==> config.mk <==
export PLATFORM = sky130hd
export DESIGN_NAME = truth_table_scanner
export DESIGN_NICKNAME = d
export VERILOG_FILES = /design/src/rtl/truth_table_scanner_pkg.sv /design/src/rtl/truth_table_scanner_settle_counter.sv /design/src/rtl/truth_table_scanner.sv
export SDC_FILE = /design/constraint.sdc
export NUM_CORES = 1
export LEC_CHECK = 0
export BUFFER_PORTS_ARGS = -buffer_cell sky130_fd_sc_hd__buf_2
export CAP_MARGIN = 10
export CORE_UTILIZATION = 50
export DETAILED_ROUTE_END_ITERATION = 10
export MAX_ROUTING_LAYER = met4
export PLACE_DENSITY = 0.82
export SLEW_MARGIN = 15
export SYNTH_ARGS = -nofsm -noshare
export SYNTH_HDL_FRONTEND = slang
export SYNTH_SLANG_ARGS = --single-unit
==> constraint.sdc <==
create_clock -name clk -period 2.2 [get_ports clk]
set_input_delay 0.44 -clock clk [delete_from_list [all_inputs] [get_ports clk]]
set_output_delay 0.44 -clock clk [all_outputs]
set_load 0.05 [all_outputs]
==> src/rtl/truth_table_scanner_pkg.sv <==
// Shared types and constants for the truth-table scanner (package tt_pkg).
// Optional minterm counter in the top is enabled by defining TT_ONES_COUNT_EN.
package tt_pkg;

  typedef enum logic [1:0] {
    IDLE,
    DRIVE,
    SAMPLE,
    DONE
  } tt_state_e;

  localparam int SETTLE_MIN = 1;
  localparam int SETTLE_MAX = 15;
  localparam int CNT_W      = 4;

  function automatic int TT_WIDTH(input int w);
    return 2 ** w;
  endfunction

endpackage

==> src/rtl/truth_table_scanner_settle_counter.sv <==
// Loadable settle down-counter; o_zero marks the last DRIVE cycle of a code.
module tt_settle_counter
  import tt_pkg::*;
(
  input  logic             clk,
  input  logic             rst_n,
  input  logic             i_load,
  input  logic [CNT_W-1:0] i_load_val,
  input  logic             i_dec,
  output logic             o_zero
);

  logic [CNT_W-1:0] r_cnt;

  always_ff @(posedge clk) begin
    if (!rst_n) begin
      r_cnt <= '0;
    end else if (i_load) begin
      r_cnt <= i_load_val;
    end else if (i_dec && (r_cnt != '0)) begin
      r_cnt <= r_cnt - CNT_W'(1);
    end
  end

  assign o_zero = (r_cnt == '0);

endmodule

==> src/rtl/truth_table_scanner.sv <==
// Sweeps a_out over every code, samples f_in per code and builds table_out.
// Define TT_ONES_COUNT_EN to add the ones_count (minterm count) output.
module truth_table_scanner
  import tt_pkg::*;
#(
  parameter int WIDTH  = 4,
  parameter int SETTLE = 1
) (
  input  logic                       clk,
  input  logic                       rst_n,
  input  logic                       start,
  output logic [WIDTH-1:0]           a_out,
  input  logic                       f_in,
  output logic [TT_WIDTH(WIDTH)-1:0] table_out,
  output logic                       busy,
  output logic                       done
`ifdef TT_ONES_COUNT_EN
  ,
  output logic [WIDTH:0]             ones_count
`endif
);

  localparam int TW = TT_WIDTH(WIDTH);
  localparam int SETTLE_C = (SETTLE < SETTLE_MIN) ? SETTLE_MIN :
                            (SETTLE > SETTLE_MAX) ? SETTLE_MAX : SETTLE;
  localparam logic [CNT_W-1:0] CNT_LOAD = CNT_W'(SETTLE_C - 1);
  localparam logic [WIDTH-1:0] A_LAST   = {WIDTH{1'b1}};
  localparam logic [WIDTH-1:0] A_ONE    = WIDTH'(1);

  tt_state_e        r_state;
  logic [WIDTH-1:0] r_a;
  logic [TW-1:0]    r_table;
  logic             r_busy;
  logic             r_done;
  logic             w_zero;
  logic             w_load;
  logic             w_dec;

  // Reload on scan acceptance and on every non-terminal SAMPLE.
  assign w_load = ((r_state == IDLE) && start) ||
                  ((r_state == SAMPLE) && (r_a != A_LAST));
  assign w_dec  = (r_state == DRIVE) && !w_zero;

  tt_settle_counter u_settle (
    .clk        (clk),
    .rst_n      (rst_n),
    .i_load     (w_load),
    .i_load_val (CNT_LOAD),
    .i_dec      (w_dec),
    .o_zero     (w_zero)
  );

`ifdef TT_ONES_COUNT_EN
  localparam logic [WIDTH:0] ONES_ONE = (WIDTH + 1)'(1);
  logic [WIDTH:0] r_ones;

  always_ff @(posedge clk) begin
    if (!rst_n) begin
      r_ones <= '0;
    end else if ((r_state == IDLE) && start) begin
      r_ones <= '0;
    end else if ((r_state == SAMPLE) && f_in) begin
      r_ones <= r_ones + ONES_ONE;
    end
  end

  assign ones_count = r_ones;
`endif

  always_ff @(posedge clk) begin
    if (!rst_n) begin
      r_state <= IDLE;
      r_a     <= '0;
      r_table <= '0;
      r_busy  <= 1'b0;
      r_done  <= 1'b0;
    end else begin
      case (r_state)
        IDLE: begin
          r_done <= 1'b0;
          if (start) begin
            r_state <= DRIVE;
            r_a     <= '0;
            r_table <= '0;
            r_busy  <= 1'b1;
          end
        end
        DRIVE: begin
          if (w_zero) begin
            r_state <= SAMPLE;
          end
        end
        SAMPLE: begin
          r_table[r_a] <= f_in;
          // Terminal code is caught explicitly so a_out never wraps.
          if (r_a == A_LAST) begin
            r_state <= DONE;
            r_busy  <= 1'b0;
            r_done  <= 1'b1;
          end else begin
            r_a     <= r_a + A_ONE;
            r_state <= DRIVE;
          end
        end
        DONE: begin
          r_done  <= 1'b0;
          r_state <= IDLE;
        end
        default: begin
          r_state <= IDLE;
        end
      endcase
    end
  end

  assign a_out     = r_a;
  assign table_out = r_table;
  assign busy      = r_busy;
  assign done      = r_done;

endmodule
==> results of run 1 <==
[worst max-delay path: stages, from the launching register on]
cell,delay [ps]
dfxtp_1,360
inv_1,160
ha_1,730
mux2i_4,150
buf_12,200
a21oi_1,170
o22ai_1,130
[worst min path at each step]
stage,start,endpoint,slack (ps),cells after the start
6_report,f_in,table_out[15],450,3
5_1_grt,f_in,table_out[15],450,3
4_1_cts,f_in,table_out[15],450,3
3_5_place_dp,table_out[7],table_out[7],450,2
3_3_place_gp,done,done,440,2
2_1_floorplan,u_settle.r_cnt[0],u_settle.r_cnt[0],460,2
[metal layers]
metal,wire length [um],GRT usage (%)
met1,1660,31.0
met2,1610,36.2
met3,192,2.90
met4,52,6.12
met5,0,-
[cells in the final DEF (no fill, tap or decap), drive strengths merged, types with 5 or more instances in the layout]
cell     n
nand4    7
nand3    7
nand2   22
inv      9
nand3b  11
a21oi   24
or3b     5
buf     28
dfxtp   28
o21ai    6
o22ai   15
ha      10
[power by group through the flow]
stage | registers, mW | logic [mW] | clock network [mW]
6_report | 0.547 | 0.444 | 0.254
5_1_grt | 0.552 | 0.477 | 0.289
4_1_cts | 0.547 | 0.413 | 0.256
3_5_place_dp | 0.558 | 0.410 | 0
3_3_place_gp | 0.556 | 0.398 | 0
2_1_floorplan | 0.603 | 0.293 | 0
[metrics by stage]
stage	worst slack, ps	instance area, um^2	instances	hold slack (ps)
after CTS	204	1710	231	452
final	190	1730	232	454
after global placement	332	1670	227	443
after floorplan	321	1550	181	463
after detailed placement	235	1670	227	445
after global routing	28.4	1730	232	448
[cell type report]
| type | instances | area, um^2 |
|---|---|---|
| fill | 255 | 1120 |
| inverter | 9 | 33.8 |
| sequential | 28 | 561 |
| timing repair buffer | 28 | 160 |
| clock buffer | 4 | 36.3 |
| tap | 31 | 38.8 |
| multi-input combinational | 132 | 901 |
[state kept, by name, indices dropped and copies added (netlist names)]
register	count
a_out	4
busy	1
done	1
r_state	2
table_out	16
u_settle.r_cnt	4
[cells by family after synthesis]
group | share of synthesized area, %
compound gates | 22.6
fa+ha+maj | 8.06
buf+inv | 5.88
flops | 36.1
mux | 3.46
simple gates | 23.9
==> out/results.tsv, run 1 <==
metric	value	unit
Cells after Synth	181	
WL final	3.51	mm
DIE AREA	0.00333	mm^2
CTS Sinks	28	
Sequential Power Share	44.0	%
DPL Wire Length	2.46	mm
Worst setup SP type	register	
slew margin rel.	44.6	%
layout cells sized above 1	21.4	%
Max Cap Viol	0	
# setup viols final	0	
run status	finished, violations left	
CP arrival	2230	ps
Worst Setup EP	table_out[0]	
combinational fraction of design power	35.7	%
Worst Setup End Kind	register	
fin crit share	91.3	%
ys async rst share	0	%
htree depth	1	
Clk pwr share	20.4	%
Starting Density	54.4	%
final hold vios	0	
global-route wire length before repair	5.84	mm
largest net degree at the start of global routing	25	
most frequently used flop master after synthesis	dfxtp_1	
DRC	1	
Layout area overhead	11.4	%
sw frac	36.0	%
TritonCTS buffer count	3	
utilization after layout	60.7	%
ANT nets after route	0	
reg2reg setup slack	190	ps
violated checks	design-rule violations	
Switch Pwr	449	uW
skew final	3.33	ps
Bufs on Longest Clock Path	2	
Top Ports	26	
fmax	498	MHz
Static Leak	0.662	nW
worst min path class	primary input to register	
Clock Latency Late Sink	330	ps
Ys Warns	0	
post_cts resized	0	
mapped cell area	0.00155	mm^2
hold buffer count at cts	0	
vias post-DR	1463	
overall global routing resource usage	22.8	%
Setup TNS	0	ps
DIE WIDTH	57.7	um
CTS tree	yes	
R2R Path Start	r_state[0]	
Root Buffer	clkbuf_4	
total power draw	1.24	mW
CP max FO	22	
Die Ht	57.7	um
EDFF count, synth	0	
Pins Over Slew Limit	0	
RD Place Congestion	0.874	
WS Path Type	register to register	
initial antenna violation count	0	
count leader, synth	dfxtp_1	
top cells by area, synth	dfxtp_1 (36%), ha_1 (8.1%), a21oi_1 (7.7%)	
FP Rows	19	
Post-CTS Setup Repair Bufs	0	
clock slew at reported path FFs	150	ps
critical path startpoint	r_state[0]	
Seq/Total Area, Yosys	36.1	%
largest area contributor in the netlist	dfxtp_1	
first drt pass iteration count	7	
Syn Area/Cell	8.58	um^2
crit path time final	2010	ps
Internal	796	uW
reg2reg end	table_out[0]	
IO buf count	25	
Core Area	0.00285	mm^2
top-area cell type share of the netlist area	36.1	%
Worst R2R Path Depth	6	
vias in the first global route	1235	
Final nets	216	
Netlist cell types	36	
Max IR drop VDD	442	uV
syn nets	195	
first-iteration detailed-routing DRC count	103	
pwr dens	719	mW/mm^2
worst endpoint required time	2420	ps
Synth Register Bits	28	
Diodes inserted	0	
wire per inst	15.1	um
unrepaired setup endpoints after global routing	false	
GRT Residual Overflow	0	
vias per std cell	6.31	
Least-Margin Pin Slew	831	ps
commonest cells in the netlist	dfxtp_1 (28), a21oi_1 (24), nand2_1 (22)	
(Power assumes the default switching activity.)
==> inputs of run 2 (changes only) <==
--- a/config.mk
+++ b/config.mk
@@ -7,10 +7,11 @@
 export LEC_CHECK = 0
 export BUFFER_PORTS_ARGS = -buffer_cell sky130_fd_sc_hd__buf_2
 export CAP_MARGIN = 10
-export CORE_UTILIZATION = 50
+export CORE_MARGIN = 2
+export CORE_UTILIZATION = 30
 export DETAILED_ROUTE_END_ITERATION = 10
 export MAX_ROUTING_LAYER = met4
-export PLACE_DENSITY = 0.82
+export PLACE_DENSITY = 0.58
 export SLEW_MARGIN = 15
 export SYNTH_ARGS = -nofsm -noshare
 export SYNTH_HDL_FRONTEND = slang
==> out/results.tsv, run 2 (synthesis gave the netlist of run 1 again) <==
metric	value	unit	change
initial antenna violation count	0		unchanged
IO buf count	25		unchanged
fin crit share	84.7	%	-6.6 points
WL final	3.68	mm	+4.8%
Starting Density	30.8	%	-24 points
Worst setup SP type	register		
FP Rows	26		+7
CP max FO	20		-9.1%
vias post-DR	1391		-4.9%
ANT nets after route	0		unchanged
Worst Setup End Kind	output port		
first drt pass iteration count	4		-3
worst min path class	register to register		
DPL Wire Length	2.59	mm	+5.2%
fill cell count	538		+110%
post_cts resized	0		unchanged
fmax	536	MHz	+7.8%
Diodes inserted	0		unchanged
final setup margin	336	ps	+145 ps
Max Cap Viol	0		unchanged
vias per std cell	5.11		-19%
Final nets	217		+0.46%
Bufs on Longest Clock Path	2		unchanged
Die Ht	75.9	um	+32%
commonest non-fill, non-tap cells in the layout	dfxtp_1 (28), buf_2 (25), a21oi_1 (24), nand2_1 (22), o22ai_1 (15)		
delay-heaviest family, CP	flip-flops		
hold buffer count at cts	0		unchanged
placed cells	268		+18%
hold_sp	table_out[13]		
first-iteration detailed-routing DRC count	101		-1.9%
# setup viols final	0		unchanged
Root Buffer	clkbuf_8		
CTS Sinks	28		unchanged
crit path time final	1860	ps	-145 ps
RD Place Congestion	0.825		-5.6%
reg2reg end	a_out[2]		
worst path bufs/invs	1		-1
CP arrival	1420	ps	-810 ps
overall global routing resource usage	13.0	%	-9.8 points
reg2reg setup slack	350	ps	+160 ps
Least-Margin Pin Slew	657	ps	-175 ps
DRC	0		-1
Top Ports	26		unchanged
worst endpoint required time	1760	ps	-660 ps
Reg area	561	um^2	unchanged
Setup TNS	0	ps	unchanged
Post-CTS Setup Repair Bufs	0		unchanged
hold path cells	2		-1
vias in the first global route	1292		+4.6%
DIE AREA	0.00577	mm^2	+73%
R2R Path Start	r_state[0]		
htree depth	1		unchanged
Core Area	0.00504	mm^2	+77%
commonest non-fill, non-tap cell in the layout	dfxtp_1		
global-route wire length before repair	6.16	mm	+5.6%
largest net degree at the start of global routing	25		unchanged
worst slack at placement	360	ps	+125 ps
slew margin rel.	56.2	%	+12 points
clock slew at reported path FFs	100	ps	-50 ps
CTS tree	yes		
wire per inst	13.5	um	-11%
Slowest-stage cell, CP	dfxtp_1		
skew final	8.93	ps	+5.60 ps
TritonCTS buffer count	3		unchanged
WS Path Type	register to output port		
Pins Over Slew Limit	0		unchanged
multi-input logic area	901	um^2	unchanged
CP peak stage delay	760	ps	+30 ps
Max IR drop VDD	382	uV	-14%
run status	completed		
Cell Count, Final, Fillers Out	272		+17%
Worst Hold Path EP	table_out[13]		
max reg flops	16		unchanged
Static Leak	0.678	nW	+2.4%
layout cells sized above 1	21.8	%	+0.39 points
final hold vios	0		unchanged
pwr dens	758	mW/mm^2	+5.3%
utilization after layout	35.9	%	-25 points
crit path cell chain	buf_2		
Clock Latency Late Sink	280	ps	-50 ps
unrepaired setup endpoints after global routing	false		
Layout area overhead	16.5	%	
DIE WIDTH	75.9	um	+32%
GRT Residual Overflow	0		unchanged
Worst R2R Path Depth	5		-1
run 2: cell types whose count changed in the layout (fill, tap and decap cells not counted), sizes merged:
cell / before / now
bufinv: 0 / 1
buf: 28 / 29
clkbuf: 4 / 3
run 2: how the worst max path moves through the flow:
stage | endpoint | cells after the start | startpoint | slack (ps)
2_1_floorplan | u_settle.r_cnt[1] | 4 | a_out[1] | 320
3_3_place_gp | a_out[1] | 5 | r_state[0] | 390
3_5_place_dp | a_out[2] | 5 | r_state[0] | 360
4_1_cts | a_out[2] | 1 | a_out[2] | 340
5_1_grt | a_out[3] | 6 | r_state[0] | 170
6_report | a_out[2] | 1 | a_out[2] | 340
run 2: cell type report:
class                           instances  area share, %
Clock buffer                            3           2.28
Tap cell                               70           4.84
Inverter                                9           1.87
Sequential cell                        28           31.0
Multi-Input combinational cell        132           49.8
Clock inverter                          1           1.66
Timing Repair Buffer                   29           8.58
run 2: metal layers:
| layer | global-route usage (%) | vias to the layer above | share of wire (%) |
|---|---|---|---|
| li1 | - | 705 | - |
| met4 | 5.27 | 0 | 1.4 |
| met5 | - | - | 0 |
| met3 | 1.43 | 6 | 3.2 |
| met2 | 20.4 | 30 | 47 |
| met1 | 17.2 | 650 | 49 |
run 2: where the power goes:
group / total, mW / internal, mW / switching [mW] / leakage, nW
logic: 0.412 / 0.144 / 0.267 / 0.415
clock network: 0.411 / 0.244 / 0.168 / 0.0357
registers: 0.547 / 0.529 / 0.0184 / 0.227
run 2: through the flow:
stage               hold WS, ps  area [um^2]  total power [mW]
global route                484         1810              1.45
finish                      462         1810              1.37
global placement            448         1740             0.969
detailed placement          451         1740             0.969
CTS                         466         1810              1.39
floorplan                   463         1550             0.895
